File: src/rtl/juez_tablero.sv
// juez_tablero: referee for the tic-tac-toe board written by the square selector.
// It synchronises the nine cells and accepts or rejects each board change.
// An accepted move triggers a one-line-per-cycle win scan, then a draw check
// or a hand-over of the turn.
module juez_tablero #(
    parameter int N_SYNC = 2
) (
    input  logic       clk,
    input  logic       reset,
    input  logic       reiniciar,
    input  logic [1:0] guarda_c1,
    input  logic [1:0] guarda_c2,
    input  logic [1:0] guarda_c3,
    input  logic [1:0] guarda_c4,
    input  logic [1:0] guarda_c5,
    input  logic [1:0] guarda_c6,
    input  logic [1:0] guarda_c7,
    input  logic [1:0] guarda_c8,
    input  logic [1:0] guarda_c9,
    output logic       turno_p1,
    output logic       turno_p2,
    output logic       gana_p1,
    output logic       gana_p2,
    output logic       empate,
    output logic       juego_fin,
    output logic [3:0] linea_ganadora,
    output logic       jugada_invalida,
    output logic [3:0] num_jugadas
);

    typedef enum logic [2:0] {ESPERA, VALIDA, ESCANEO, DECIDE, FIN} estado_t;

    localparam logic [1:0] C_X = 2'b11;
    localparam logic [1:0] C_O = 2'b01;

    estado_t     estado, estado_n;
    logic [17:0] crudo;
    logic [17:0] sync_q [N_SYNC];
    logic [17:0] sync_prev;
    logic [17:0] tablero;
    logic [17:0] snapshot;
    logic [2:0]  k;

    // cell i (0..8) lives in bits [2i+1:2i]
    assign crudo = {guarda_c9, guarda_c8, guarda_c7, guarda_c6, guarda_c5,
                    guarda_c4, guarda_c3, guarda_c2, guarda_c1};

    // code 10 is just another spelling of empty
    function automatic logic [17:0] norm(input logic [17:0] b);
        logic [17:0] r;
        r = b;
        for (int i = 0; i < 9; i++)
            if (b[2*i +: 2] == 2'b10) r[2*i +: 2] = 2'b00;
        return r;
    endfunction

    // the three cell indices of line k, in linea_ganadora order
    function automatic logic [11:0] line_cells(input logic [2:0] idx);
        case (idx)
            3'd0:    return {4'd0, 4'd1, 4'd2};
            3'd1:    return {4'd3, 4'd4, 4'd5};
            3'd2:    return {4'd6, 4'd7, 4'd8};
            3'd3:    return {4'd0, 4'd3, 4'd6};
            3'd4:    return {4'd1, 4'd4, 4'd7};
            3'd5:    return {4'd2, 4'd5, 4'd8};
            3'd6:    return {4'd0, 4'd4, 4'd8};
            default: return {4'd2, 4'd4, 4'd6};
        endcase
    endfunction

    // synchroniser chain plus a one-cycle-delayed copy for the skew filter
    always_ff @(posedge clk or posedge reset) begin
        if (reset) begin
            for (int i = 0; i < N_SYNC; i++) sync_q[i] <= '0;
            sync_prev <= '0;
            tablero   <= '0;
        end else begin
            sync_q[0] <= crudo;
            for (int i = 1; i < N_SYNC; i++) sync_q[i] <= sync_q[i-1];
            sync_prev <= sync_q[N_SYNC-1];
            // only accept a board that held still for two cycles
            if (sync_q[N_SYNC-1] == sync_prev) tablero <= norm(sync_q[N_SYNC-1]);
        end
    end

    // move legality: exactly one changed cell, previously empty, right player's code
    logic [8:0] dif;
    logic       un_cambio;
    logic [1:0] viejo, nuevo;
    logic       legal;

    always_comb begin
        dif   = '0;
        viejo = 2'b00;
        nuevo = 2'b00;
        for (int i = 0; i < 9; i++) begin
            dif[i] = (tablero[2*i +: 2] != snapshot[2*i +: 2]);
            if (dif[i]) begin
                viejo = snapshot[2*i +: 2];
                nuevo = tablero[2*i +: 2];
            end
        end
        un_cambio = (dif != 9'd0) && ((dif & (dif - 9'd1)) == 9'd0);
        legal     = un_cambio && (viejo == 2'b00) &&
                    ((turno_p1 && nuevo == C_X) || (turno_p2 && nuevo == C_O));
    end

    // current scan line, read from the accepted snapshot so later edits cannot disturb it
    logic [11:0] lc;
    logic [1:0]  ca, cb, cc;
    logic        linea_ok;

    always_comb begin
        lc       = line_cells(k);
        ca       = snapshot[2*int'(lc[11:8]) +: 2];
        cb       = snapshot[2*int'(lc[7:4])  +: 2];
        cc       = snapshot[2*int'(lc[3:0])  +: 2];
        linea_ok = (ca == cb) && (cb == cc) && (ca != 2'b00);
    end

    // state register
    always_ff @(posedge clk or posedge reset) begin
        if (reset) estado <= ESPERA;
        else       estado <= estado_n;
    end

    logic do_snap, do_inv, do_inc, do_win, do_draw, do_toggle, k_inc;

    // next state and datapath strobes; reiniciar overrides everything
    always_comb begin
        estado_n  = estado;
        do_snap   = 1'b0;
        do_inv    = 1'b0;
        do_inc    = 1'b0;
        do_win    = 1'b0;
        do_draw   = 1'b0;
        do_toggle = 1'b0;
        k_inc     = 1'b0;
        if (reiniciar) begin
            estado_n = ESPERA;
        end else begin
            case (estado)
                ESPERA:
                    if (!juego_fin && tablero != snapshot) estado_n = VALIDA;
                VALIDA: begin
                    do_snap = 1'b1;
                    if (legal) begin
                        do_inc   = 1'b1;
                        estado_n = ESCANEO;
                    end else begin
                        do_inv   = 1'b1;
                        estado_n = ESPERA;
                    end
                end
                ESCANEO:
                    if (linea_ok) begin
                        do_win   = 1'b1;
                        estado_n = FIN;
                    end else if (k == 3'd7) begin
                        estado_n = DECIDE;
                    end else begin
                        k_inc = 1'b1;
                    end
                DECIDE:
                    if (num_jugadas == 4'd9) begin
                        do_draw  = 1'b1;
                        estado_n = FIN;
                    end else begin
                        do_toggle = 1'b1;
                        estado_n  = ESPERA;
                    end
                default: estado_n = FIN;
            endcase
        end
    end

    // game state registers
    always_ff @(posedge clk or posedge reset) begin
        if (reset) begin
            snapshot        <= '0;
            k               <= '0;
            turno_p1        <= 1'b1;
            turno_p2        <= 1'b0;
            gana_p1         <= 1'b0;
            gana_p2         <= 1'b0;
            empate          <= 1'b0;
            linea_ganadora  <= '0;
            jugada_invalida <= 1'b0;
            num_jugadas     <= '0;
        end else if (reiniciar) begin
            snapshot        <= '0;
            k               <= '0;
            turno_p1        <= 1'b1;
            turno_p2        <= 1'b0;
            gana_p1         <= 1'b0;
            gana_p2         <= 1'b0;
            empate          <= 1'b0;
            linea_ganadora  <= '0;
            jugada_invalida <= 1'b0;
            num_jugadas     <= '0;
        end else begin
            jugada_invalida <= do_inv;
            if (do_snap) snapshot <= tablero;
            if (do_inc) begin
                k <= '0;
                if (num_jugadas != 4'd9) num_jugadas <= num_jugadas + 4'd1;
            end
            if (k_inc) k <= k + 3'd1;
            if (do_win) begin
                linea_ganadora <= {1'b0, k} + 4'd1;
                gana_p1        <= (ca == C_X);
                gana_p2        <= (ca == C_O);
                turno_p1       <= 1'b0;
                turno_p2       <= 1'b0;
            end
            if (do_draw) begin
                empate   <= 1'b1;
                turno_p1 <= 1'b0;
                turno_p2 <= 1'b0;
            end
            if (do_toggle) begin
                turno_p1 <= ~turno_p1;
                turno_p2 <= ~turno_p2;
            end
        end
    end

    assign juego_fin = gana_p1 | gana_p2 | empate;

endmodule

File: config.mk
export PLATFORM = sky130hd
export DESIGN_NAME = juez_tablero
export DESIGN_NICKNAME = d
export VERILOG_FILES = /design/src/rtl/juez_tablero.sv
export SDC_FILE = /design/constraint.sdc
export NUM_CORES = 1
export LEC_CHECK = 0
export BUFFER_PORTS_ARGS = -buffer_cell sky130_fd_sc_hd__buf_2
export CAP_MARGIN = 20
export CORE_ASPECT_RATIO = 1.25
export CORE_UTILIZATION = 40
export DETAILED_ROUTE_END_ITERATION = 16
export GPL_ROUTABILITY_DRIVEN = 0
export RECOVER_POWER = 50
export SYNTH_ARGS = -nofsm -noshare
export SYNTH_HDL_FRONTEND = slang
export SYNTH_SLANG_ARGS = --single-unit
File: constraint.sdc
create_clock -name clk -period 4.7 [get_ports clk]
set_input_delay 0.47 -clock clk [delete_from_list [all_inputs] [get_ports clk]]
set_output_delay 0.47 -clock clk [all_outputs]
set_load 0.005 [all_outputs]
# After elaboration in Yosys (flattened, before gate mapping)
# Index checks and enable logic that the tools add are counted.
[word_totals]
register_bits = 110
in_bits = 21
out_inout_bits = 15
wordCells = 170
[op_classes]
add_sub_neg = 4
n_eq_ne = 40
shift = 3
n_mux = 78
bitwise = 5
reduce_logical = 25
[ops]
columns = ["operator", "n"]
rows = [
  ["$pmux 11 s7", 1],
  ["$mux 2", 28],
  ["$shiftx 18x6->2", 3],
  ["$mux 18", 2],
  ["$mux 1", 33],
  ["$mux 3", 8],
  ["$eq 2x2->1 const B", 11],
  ["$mux 4", 5],
  ["$eq 18x18->1", 1],
  ["$ne 18x18->1", 1],
  ["$ne 2x2->1", 9],
  ["$eq 3x2->1 const B", 4],
  ["$eq 3x3->1 const B", 4],
  ["$pmux 3 s4", 1],
  ["$reduce_bool 2->1", 6],
  ["$and 9x9->9", 1],
  ["$logic_not 9->1", 1],
  ["$reduce_bool 9->1", 1],
  ["$sub 9x1->9 const B", 1],
  ["$logic_and 1x1->1", 8],
  ["$ne 4x4->1 const B", 2],
  ["$eq 3x1->1 const B", 2],
  ["$logic_not 3->1", 2],
  ["$add 3x1->4 const B", 1],
  ["other kinds (14)", 19],
]

# Logic depth before layout (Yosys ltp)
# Gate-level depths: netlist (run 1).
[depth]
word_depth = 20
ltp_mapped = 13
mapped_depth_nobuf = 11

# Least setup slack after synthesis (run 1)
# No wires, ideal clock.
[synth_timing]
kind = "register -> register"
start = "register k[2]"
end = "register gana_p1"
setup_ns = 0.078
t_arrival_ns = 3.321
required_ns = 4.622
path_slack_ns = 1.301
path_stages_with_launch = 14
path_buffers = 2
synth_period_minus_slack_ns = 3.399
cell_sequence = "dfrtp_1 buf_4 inv_1 ha_1 buf_6 nor4_4 or2_2 a221o_1 a32oi_1 or3_1 or4_4 o21a_4 or4_1 a21oi_1"
[synth_via]
elab_chain_cells = 10
word_cells_on_any_way = 23
cone_classes = "eq/ne (9); shift (3); mux (6); reduce/logical (5)"
[synth_rtl]
columns = ["item", "line_no", "text"]
rows = [
  ["from (decl)", "42", "logic [2:0] k;"],
  ["from (signal assigned)", "208", "if (k_inc) k <= k + 3'd1;"],
  ["$eq 3x3->1 (tied with other cells)", "59", "case (idx)"],
  ["$pmux 11 s7 (*)", "59", ""],
  ["$shiftx 18x6->2 (on tied branches)", "115, 116, 117", ""],
  ["$eq 2x2->1", "118", "linea_ok = (ca == cb) && (cb == cc) && (ca != 2'b00);"],
  ["$logic_and 1x1->1 (2 in a row)", "118", ""],
  ["$mux 1", "156", "if (linea_ok) begin"],
  ["$mux 1", "142", "case (estado)"],
  ["$mux 1", "139", "if (reiniciar) begin"],
  ["$reduce_bool 2->1 (no line)", "-", ""],
  ["to (signal assigned)", "211", "gana_p1 <= (ca == C_X);"],
  ["to (decl)", "22", "output logic gana_p1,"],
]
# Mark *: on every way between the ends. The rest lies on a longest branch, timed or not. The select of a mux whose other input is x is not followed.
# A chain may end at the register's enable or synchronous reset.

# Worst setup path in the final report (run 1)
[layout_timing]
start = "register k[2]"
end = "register linea_ganadora[0]"
[layout_via]
elab_chain_cells = 10
word_cells_on_any_way = 20
cone_classes = "eq/ne (8); shift (3); mux (4); reduce/logical (5)"
[layout_rtl]
columns = ["item", "line_no", "text"]
rows = [
  ["$eq 3x3->1 (tied with other cells)", "59", ""],
  ["$pmux 11 s7 (*)", "59", ""],
  ["$shiftx 18x6->2 (on tied branches)", "115, 116, 117", ""],
  ["$eq 2x2->1", "118", ""],
  ["$logic_and 1x1->1", "118", ""],
  ["$logic_and 1x1->1 (*)", "118", ""],
  ["$mux 1 (*)", "156", ""],
  ["$mux 1 (*)", "142", ""],
  ["$mux 1 (*)", "139", ""],
  ["$reduce_bool 2->1 (no line) (*)", "-", ""],
  ["to (signal assigned)", "210", "linea_ganadora <= {1'b0, k} + 4'd1;"],
  ["to (decl)", "26", "output logic [3:0] linea_ganadora,"],
]
# Mark *: on every way between the ends. The rest lies on a longest branch, timed or not.

==> impl_results.md, run 1 <==
* Clock Root Buffer: clkbuf_16
* Status: finished with violations
* Buffers on Ports at 35
* Synth Instances at between 500 and 600
* TritonCTS clock tree: yes
* Vias per inst at between 5 and 6
* Setup Viol. Count Final at 0
* CTS clk-pin slew, worst paths at approximately 0.07 ns
* Critical path class: register to register
* Postcts setup bufs at 0
* Routed Antenna Nets at 0
* Die area at 14100 sq um
* Switching Fraction at 0.216
* Comb power frac at 0.028
* Starting Density at 0.411
* Part of the power in registers at 0.553
* Post-synth EDFFs at 0
* Worst Tran Pin Value at roughly 3.0 ns
* CTS resizes at 0
* # IOs at 36
* Async S/R FF share, synth at 1.00
* DR WL/cell at 16.4 um
* CP Max Fanout at 16
* # H-tree levels at 3
* Final Hold Viols at 0
* Clock Tree Buf Depth at 2
* Int Pwr at ~1.4 mW
* Fin nets at a little under 600
* Total gr overflow at 0
* Via count of the first global-routing pass at between 3k and 4k
* R2R depth at 11
* Setup crit start kind: register
* DRT iter0 DRCs at between 200 and 300
* Clock power share at 0.419
* Initial antenna violation count at 0
* WHS Path Cells at 1
* Global-route wire length before repair at 19.7 mm
* Core area at 13200 sq um
* Mean post-synth cell area at 10.0 sq um
* Most frequent cells in the layout: 109 x dfrtp_1, 58 x nand2_1, 40 x a21oi_1
* Cell Rows at 47
* Power per cell area at just under 300 nW/um^2
* CTS Sinks at 110
* Fin area at between 6000 and 7000 sq um
* Fin. max-slew vios at 70
* DRC viols at 0
* Hold_buf cts at 0
* Period utilization at 0.835
* Global-route total usage across every layer at 0.183
* Die X at around 110 um
* Count of different cell masters after synthesis at between 70 and 80
* Failing checks: max-capacitance violations, max-slew violations
* RSZ-0062 raised after global routing: false
* CP Data Required Time at approximately 5.0 ns
* Hpwl dp at between 8 and 9 mm
* Setup tns final at 0 ns
* N_diodes at 0
* Layout cells sized above 1 at 0.132
* Sequential-to-total area share from yosys stat at 0.507
* Syn Std Cell Area at ~5400 sq um
* Highest clock rate at around 250 MHz
* Drt total wl at between 10 and 15 mm
* Num CTS Buffers at 9
* DP Area at 5730 sq um
* Worst hold path class: input port to register
* NetSw at 384 uW
* #FFs+latches synth at 110
* Pre-Repair DR Iteration Count at 4
* Clock Latency Late Sink at ~0.36 ns
* Max cap viols at 1
* Die height at 132 um
* VDD IR max at between 0.2 and 0.3 mV
* Commonest non-fill, non-tap cell in the layout: dfrtp_1
* Top FF cell, synth: dfrtp_1
* Yosys warnings at 0
* Synth Net Count at around 570
* Largest net degree at the start of global routing at 70
* Worst path arrival time at roughly 4.2 ns
* Post-layout min period at about 3.9 ns
* Worst setup EP type: register
* Area grow syn2layout at 10.7%
* Vias after detailed routing at between 4k and 5k
* Final setup skew at 0.00337 ns
* Slew headroom at -1.03
* Leakage at 2.61 nW
-- worst max-delay path: stages (launching register included) --
cell and delay (ns):
dfrtp_1 0.67, inv_1 0.16, ha_1 0.37, nor4_4 0.41, o31a_1 0.17, o32a_1 0.14
o221ai_1 0.15, or3_1 0.41, or4_4 0.58, o21ai_1 0.35, a21oi_1 0.15, a211oi_1 0.27
-- power by group through the flow --
stage | Clock, mW | Combinational (mW) | Sequential [mW]
after CTS | 0.774 | 0.0520 | 0.984
final | 0.746 | 0.0494 | 0.984
after global placement | 0 | 0.0513 | 1.00
after global routing | 0.806 | 0.0566 | 0.986
after floorplan | 0 | 0.0314 | 0.999
after detailed placement | 0 | 0.0518 | 1.00
-- final cells by class --
type,count,area (sq um)
flip-flops and latches,110,2750
inverters,26,98.8
multi-input cells,382,2470
well taps,171,214
clock inverters,5,61.3
clock buffers,9,225
repair buffers,37,190
fillers,1274,7210
-- cell usage after synthesis (all sizes together), types with 11 or more instances --
library cell,instances,share of area
nand2b,11,0.013
clkbuf,17,0.012
nand3,16,0.015
a211oi,14,0.020
nand2,58,0.040
nor3,12,0.011
xor2,22,0.035
dfrtp,109,0.50
xnor2,19,0.031
a21oi,40,0.037
nor2,27,0.019
inv,26,0.018
o21ai,32,0.029
-- metal layers --
layer / up-vias / share of wire / track usage
met4: 0 / 0.040 / 0.118
met5: - / 0 / 0
met2: 117 / 0.50 / 0.297
met3: 39 / 0.041 / 0.0321
li1: 1989 / - / -
met1: 1985 / 0.42 / 0.222
-- kinds of logic after synthesis --
kind of cell | count (synthesis) | share of synthesized area
AND/OR/NAND/NOR | 175 | 0.164
AO/OA/AOI/OAI | 145 | 0.180
flip-flops | 110 | 0.507
buffers and inverters | 50 | 0.0394
XOR/XNOR | 41 | 0.0661
multiplexers | 11 | 0.0223
adder cells (fa/ha/maj) | 10 | 0.0221
-- flip-flops by register name (all words and copies together) (netlist names), 3 cells and up --
name / cells
estado: 3
snapshot: 18
linea_ganadora: 4
tablero: 18
sync_prev: 18
k: 3
sync_q: 36
num_jugadas: 4
-- per-stage QoR --
| stage | cells | power, mW | setup slack (ns) | hold slack (ns) | util |
|---|---|---|---|---|---|
| final | 740 | 1.78 | 0.775 | 0.215 | 0.455 |
| after global routing | 740 | 1.85 | 0.562 | 0.198 | 0.455 |
| after CTS | 740 | 1.81 | 0.817 | 0.198 | 0.455 |
| after detailed placement | 726 | 1.05 | 0.846 | 0.335 | 0.433 |
| after global placement | 726 | 1.05 | 1.01 | 0.332 | 0.433 |
| after floorplan | 542 | 1.03 | 1.30 | 0.331 | - |
-- final timing paths --
path	start	endpoint	slack (ns)
max	k[2]$_DFFE_PP0P_	linea_ganadora[0]$_DFFE_PP0P_	0.78
max reg2reg	k[2]$_DFFE_PP0P_	linea_ganadora[0]$_DFFE_PP0P_	0.78
max in group asynchronous	reset	sync_prev[0]$_DFF_PP0_	2.19
min	guarda_c2[0]	sync_q[20]$_DFF_PP0_	0.22
min reg2reg	sync_q[18]$_DFF_PP0_	sync_q[0]$_DFF_PP0_	0.35
min in group asynchronous	reset	sync_prev[14]$_DFF_PP0_	0.99
(Power assumes the default switching activity.)
==> run 2, diff against run 1 <==
ABC_AREA = 1   (was not set)
clock period = 4 ns   (was 4.7 ns; I/O delays follow)
==> run 2 against run 1 <==
Net effect:
- the flow still finishes with violations (max-capacitance violations, max-slew violations)
- worst hold slack lost 0.065 ns
- via count shrank 0.46%
- sequential share of layout area grew 1.1 points
- clock skew grew 0.0065 ns
- first-iteration DRC count shrank 12%
- synthesized area shrank 3.7%
- wire length shrank 14%
- power grew 19%
- setup slack gained 0.47 ns
- non-clock buffer count grew 1
- design area shrank 2.4%
- combinational power grew 62%
- largest power group unchanged
==> impl_results.md, run 2 <==
* Status: finished with violations
* Failing checks: max-capacitance violations, max-slew violations
* Die X at 104 um (-1.8%)
* CTS Sinks at 110 (unchanged)
* Top FF cell, synth: dfrtp_1
* Inst Count DP at 817 (+13%)
* Die area at 13500 sq um (-3.7%)
* Hold_buf cts at 0 (unchanged)
* Postcts setup bufs at 0 (unchanged)
* Total gr overflow at 0 (unchanged)
* Period utilization at 0.687
* Num CTS Buffers at 9 (unchanged)
* RSZ-0062 raised after global routing: false
* # fillers at 1263 (-0.86%)
* Worst hold path class: input port to register
* R2R depth at 18 (+7)
* # IOs at 36 (unchanged)
* Flop2flop setup slack at 1.28 ns (+0.50 ns)
* Vias per inst at 4.94 (-12%)
* Most common cell in the netlist: nand2_1
* Global-route wire length before repair at 18.3 mm (-7.0%)
* Via count of the first global-routing pass at 3955 (+1.1%)
* VDD IR max at 0.270 mV (-4.2%)
* Initial antenna violation count at 0 (unchanged)
* Slew headroom at -0.528 (+0.502)
* Critical-path cell list: buf_2 > clkinvlp_2 > clkbuf_1
* Switching Fraction at 0.240 (+0.0240)
* WHS Path Cells at 1 (unchanged)
* Die height at 130 um (-1.9%)
* Synth Instances at 621 (+15%)
* TritonCTS clock tree: yes
* CTS resizes at 0 (unchanged)
* NetSw at 507 uW (+32%)
* Dominant cell type by area after synthesis: dfrtp_1
* Mean post-synth cell area at 8.43 sq um (-16%)
* Yosys warnings at 0 (unchanged)
* Most frequent cells in the layout: 180 x nand2_1, 109 x dfrtp_1, 78 x inv_1
* Layout cells sized above 1 at 0.147 (+0.0156)
* # H-tree levels at 3 (unchanged)
* CP Data Required Time at 4.22 ns (-0.73 ns)
* Worst path top cell family by delay: buffers and inverters
* Worst r2r dst: turno_p2$_DFFE_PP0P_
* Syn Std Cell Area at 5230 sq um (-3.7%)
* Area grow syn2layout at 12.3%
* Worst Tran Pin Value at 2.28 ns (-0.749 ns)
* DRC viols at 0 (unchanged)
* Comb power frac at 0.038 (+0.010)
* Final Hold Viols at 0 (unchanged)
* Vias after detailed routing at 4111 (-0.46%)
* Biggest register: sync_q
* #FFs+latches synth at 110 (unchanged)
* Fin. max-slew vios at 57 (-19%)
* Core area at 12700 sq um (-3.9%)
* N_diodes at 0 (unchanged)
* Leakage at 2.87 nW (+9.7%)
* Commonest non-fill, non-tap cell in the layout: nand2_1
* Buffers on Ports at 35 (unchanged)
* Part of the power in registers at 0.548 (-0.005)
* Global-route total usage across every layer at 0.170 (-0.0129)
* Worst path arrival time at 2.97 ns (-1.20 ns)
* CTS clk-pin slew, worst paths at 0.08 ns (about the same)
* Hold Path End: sync_q[20]$_DFF_PP0_
* Async S/R FF share, synth at 1.00 (unchanged)
* Drt total wl at 10.4 mm (-14%)
* Post-synth EDFFs at 0 (unchanged)
* Clock Latency Late Sink at 0.35 ns (about the same)
* Int Pwr at 1.61 mW (+15%)
* Setup crit start kind: input port
* Share of the synthesized area in the top cell type at 0.521 (+0.0194)
* Max FFs per register at 36 (unchanged)
* Clock Root Buffer: clkbuf_16
* Pre-Repair DR Iteration Count at 4 (unchanged)
* Worst setup EP type: async pin
* Setup Viol. Count Final at 0 (unchanged)
* DRT iter0 DRCs at 238 (-12%)
* Slowest CP cell: clkinvlp_2
* Worst R2R Start: k[0]$_DFFE_PP0P_
* Slowest stage delay, CP at 1.28 ns (+0.61 ns)
* Sequential-to-total area share from yosys stat at 0.526 (+0.0196)
* Bufs and invs on worst path at 3 (+2)
* CP Max Fanout at 56 (+40)
* Starting Density at 0.411 (+0.000595)
* Final setup skew at 0.00985 ns (+0.00648 ns)
* Fin nets at 689 (+16%)
* Setup tns final at 0 ns (unchanged)
* Cell Rows at 46 (-2.1%)
* DR WL/cell at 12.5 um (-24%)
* Critical path class: input port to async pin
* Synth Net Count at 650 (+14%)
* Power per cell area at 359 nW/um^2 (+22%)
* Post-layout min period at approximately 2.7 ns
* Hpwl dp at 7.80 mm (-10%)
* Count of different cell masters after synthesis at 37 (-49%)
* Non-filler cells, final at 833 (+13%)
* Clock power share at 0.414 (-0.005)
* Routed Antenna Nets at 0 (unchanged)
* Largest net degree at the start of global routing at 57 (-19%)
* Max cap viols at 1 (unchanged)
* Synth top area cells: dfrtp_1 52%, nand2_1 13%, inv_1 5.7%, nand3_1 4.1%, o22ai_1 2.9%
* Highest clock rate at 364 MHz
* Synth top cells by count: 180 x nand2_1, 109 x dfrtp_1, 79 x inv_1
* Clock Tree Buf Depth at 2 (unchanged)
* Hold_sp: guarda_c2[0]
==> run 2: changes by cell type after synthesis, sizes merged, moves of 17 or more <==
cell,change
nand2,+128
inv,+60
nand3,+29
o22ai,+21
xor2,-20
a21oi,-17
==> run 2: metrics by stage <==
step                       util  power (mW)  worst slack (ns)  hold WS, ns  cell area (sq um)
after global routing      0.462        2.20             0.598        0.131               5880
final                     0.462        2.11              1.25        0.150               5880
after CTS                 0.462        2.15              1.28        0.134               5880
after global placement    0.440        1.26              1.36        0.332               5590
after floorplan               -        1.23             0.699        0.331               5230
after detailed placement  0.440        1.26              1.29        0.335               5590
==> run 2: layout make-up <==
class / instances / area, sq um / area share
timing repair buffer: 38 / 194 / 0.0330
tap: 168 / 210 / 0.0358
sequential: 110 / 2750 / 0.469
clock inverter: 7 / 62.6 / 0.0106
clock buffer: 9 / 225 / 0.0383
multi-input combinational: 413 / 2100 / 0.357
inverter: 88 / 332 / 0.0564
==> run 2: worst max-delay path by stage <==
stage | startpoint | to | slack, ns | cells after the start
final | reset | tablero[17]$_DFFE_PP0N_ | 1.25 | 3
after detailed placement | k[0]$_DFFE_PP0P_ | turno_p2$_DFFE_PP0P_ | 1.29 | 18
after global placement | k[0]$_DFFE_PP0P_ | turno_p2$_DFFE_PP0P_ | 1.36 | 18
after floorplan | reset | empate$_DFFE_PP0P_ | 0.70 | 1
after CTS | k[0]$_DFFE_PP0P_ | turno_p2$_DFFE_PP0P_ | 1.28 | 18
after global routing | reset | snapshot[11]$_DFFE_PP0P_ | 0.60 | 3
==> run 2: power groups by stage <==
stage | clock network (mW) | registers (mW) | logic (mW)
after floorplan | 0 | 1.17 | 0.0556
after global placement | 0 | 1.18 | 0.0816
after detailed placement | 0 | 1.18 | 0.0838
after CTS | 0.906 | 1.16 | 0.0839
after global routing | 0.949 | 1.16 | 0.0940
final | 0.875 | 1.16 | 0.0800
==> run 2: cells by family (layout without fill, tap and decap cells) <==
group	after synthesis	in the layout	synth area share
AO/OA/AOI/OAI	99	99	0.109
XOR/XNOR	9	9	0.0151
adder cells (fa/ha/maj)	8	8	0.0191
buffers and inverters	98	142	0.0739
flip-flops	110	110	0.526
AND/OR/NAND/NOR	297	297	0.257
==> run 2: metal layers <==
layer  track usage  up-vias  wire [um]
li1              -     2097          -
met1         0.206     1931       4670
met2         0.300       66       5280
met3        0.0305       17        289
met4        0.0681        0        210
met5             0        -          0
==> run 3, diff against run 2 <==
clock period = 2.5 ns   (was 4 ns; I/O delays follow)
==> run 3 against run 2 <==
Net effect:
- the flow now finishes without violations
- largest power group unchanged
- design area grew 10%
- setup slack lost 1.2 ns
- first-iteration DRC count shrank 5.0%
- largest cell class unchanged
- critical path depth grew 13
- power grew 61%
- count of clock-buffer cells in the layout grew 1
- die area is the same
- flip-flop and latch count is the same
- clock power grew 60%
- non-clock buffer count grew 39
- highest routed layer unchanged
- combinational power grew 96%
==> impl_results.md, run 3 (same netlist as run 2, synthesis figures left out) <==
* TritonCTS clock tree: yes
* Clock Latency Late Sink at 0.35 ns (about the same)
* Top sig layer: met4
* Global-route wire length before repair at 19.0 mm (+4.0%)
* Slew headroom at 0.116 (+0.644)
* Most frequent cells in the layout: 166 x nand2_1, 106 x dfrtp_1, 71 x inv_1
* CP Data Required Time at 2.78 ns (-1.44 ns)
* Util after Layout at 0.508 (+0.0462)
* Worst setup EP type: register
* Largest net degree at the start of global routing at 43 (-25%)
* Metal2 WL at 5.88 mm (+11%)
* CTS Sinks at 110 (unchanged)
* DRT iter0 DRCs at 226 (-5.0%)
* Setup crit start kind: register
* N_diodes at 0 (unchanged)
* Num CTS Buffers at 9 (unchanged)
* Critical path class: register to register
* Multi-input gate area at 2340 sq um (+12%)
* # H-tree levels at 3 (unchanged)
* Setup tns final at 0 ns (unchanged)
* Inst Count DP at 831 (+1.7%)
* Vias after detailed routing at 4352 (+5.9%)
* Most frequent CP cell: nand2_2
* Area grow syn2layout at 23.5%
* Critical-path cell list: ha_4 > ha_4 > inv_2 > nand2_2 > a21oi_2 > nand2_4 > nand2_8 > nand2_2 > o211ai_1 > nand3_1 > nand2_1 > a21o_1 > nand4_4 > nor2_4 > nand2_2 > o21ai_2
* Global-route total usage across every layer at 0.176 (+0.00651)
* Drt total wl at 11.4 mm (+8.9%)
* DP Area at 5710 sq um (+2.1%)
* Biggest register: sync_q
* Fin area at 6460 sq um (+10%)
* Die height at 130 um (unchanged)
* Commonest non-fill, non-tap cell in the layout: nand2_1
* Via count of the first global-routing pass at 4214 (+6.5%)
* Setup WS pre-CTS at -0.106 ns (-1.40 ns)
* Leakage at 3.07 nW (+7.1%)
* Slowest stage delay, CP at 0.45 ns (-0.83 ns)
* Status: complete, no violations
* Setup Viol. Count Final at 0 (unchanged)
* Die area at 13500 sq um (unchanged)
* Routed length on met1 at 4.86 mm (+4.2%)
* Highest clock rate at about 400 MHz
* Non-filler cells, final at 873 (+4.8%)
* Worst Tran Pin Value at 1.32 ns (-0.961 ns)
* CP Max Fanout at 8 (-86%)
* Max FFs per register at 36 (unchanged)
* Vias per inst at 4.99 (+1.0%)
* Layout cells sized above 1 at 0.230 (+0.0824)
* Starting Density at 0.411 (unchanged)
* Worst path arrival time at 2.74 ns (-0.23 ns)
* Total gr overflow at 0 (unchanged)
* CTS clk-pin slew, worst paths at 0.08 ns (about the same)
* Worst hold path class: input port to async pin
* Routed Antenna Nets at 0 (unchanged)
* Bufs and invs on worst path at 1 (-2)
* # IOs at 36 (unchanged)
* Fin. max-slew vios at 0 (-100%)
* Clock Tree Buf Depth at 2 (unchanged)
* Worst path top cell family by delay: simple AND/OR/NAND/NOR gates
* Power per cell area at 527 nW/um^2 (+47%)
* Cell Rows at 46 (unchanged)
* Wire length on met3 at 300 um (+3.8%)
* Core area at 12700 sq um (unchanged)
* Pre-Repair DR Iteration Count at 4 (unchanged)
* Max cap viols at 0 (-1)
* DR WL/cell at 13.0 um (+3.9%)
* Clock Root Buffer: clkbuf_16
* Initial antenna violation count at 0 (unchanged)
* Total power at 3.41 mW (+61%)
* Fin nets at 729 (+5.8%)
* DRC viols at 0 (unchanged)
* VDD IR max at 0.294 mV (+9.0%)
* Storage cell area at 2760 sq um (+0.14%)
* Final worst setup slack at 0.0402 ns (-1.21 ns)
* Buffers on Ports at 35 (unchanged)
* Final hold slack at 0.175 ns (+0.0251 ns)
* Slowest CP cell: dfrtp_2
* Final Hold Viols at 0 (unchanged)
* Final setup skew at 0.0108 ns (+0.000948 ns)
* Die X at 104 um (unchanged)
* Period utilization at 0.984
* # fillers at 1190 (-5.8%)
* Hpwl dp at 8.15 mm (+4.5%)
* RSZ-0062 raised after global routing: true
* Post-layout min period at ~2.5 ns
[run 3: cell types whose count changed in the layout (fill, tap and decap cells not counted), sizes merged]
cell         delta
dlygate4sd3    +18
nand2           +1
clkinv          -1
buf            +21
clkbuf          +1
[run 3: worst paths after layout]
| check | depth (start not counted) | from | to | slack, ns |
|---|---|---|---|---|
| worst max-delay path | 16 | k[1]$_DFFE_PP0P_ | gana_p1$_DFFE_PP0P_ | 0.04 |
| worst min-delay path | 2 | reset | sync_q[23]$_DFF_PP0_ | 0.18 |
| worst max register to register | 16 | k[1]$_DFFE_PP0P_ | gana_p1$_DFFE_PP0P_ | 0.04 |
| worst min register to register | 0 | sync_q[28]$_DFF_PP0_ | sync_q[10]$_DFF_PP0_ | 0.35 |
| max in group asynchronous | 3 | reset | gana_p1$_DFFE_PP0P_ | 0.77 |
| min in group clk | 2 | reiniciar | empate$_DFFE_PP0P_ | 0.21 |
[run 3: per-layer routing]
| layer | up-vias | GRT usage |
|---|---|---|
| met5 | - | 0 |
| met1 | 2052 | 0.203 |
| li1 | 2177 | - |
| met4 | 0 | 0.0824 |
| met3 | 30 | 0.0300 |
| met2 | 93 | 0.321 |
[run 3: worst reg2reg max path: cells and delay by family (launching register included)]
family,cells,cell delay [ns]
compound gates,4,0.56
fa+ha+maj,2,0.34
buf+inv,1,0.06
flops,1,0.45
simple gates,9,0.99
[run 3: cell type report]
| class | count | share of cell area |
|---|---|---|
| Inverter | 88 | 0.0517 |
| Tap cell | 168 | 0.0325 |
| Multi-Input combinational cell | 414 | 0.362 |
| Sequential cell | 110 | 0.427 |
| Timing Repair Buffer | 77 | 0.0825 |
| Clock inverter | 6 | 0.00929 |
| Clock buffer | 10 | 0.0354 |
[run 3: timing repair]
item                       CTS  global route
resized for setup           11            58
hold endpoints to repair    14             4
setup endpoints to repair   13            18
pin swaps                    6            24
hold buffers                14             4
setup buffers                2             5
gates cloned                 1             0
[run 3: where the power goes]
part | internal [mW] | switching, mW
Clock | 0.706 | 0.695
Combinational | 0.0632 | 0.0937
Sequential | 1.83 | 0.0240
Total | 2.60 | 0.813
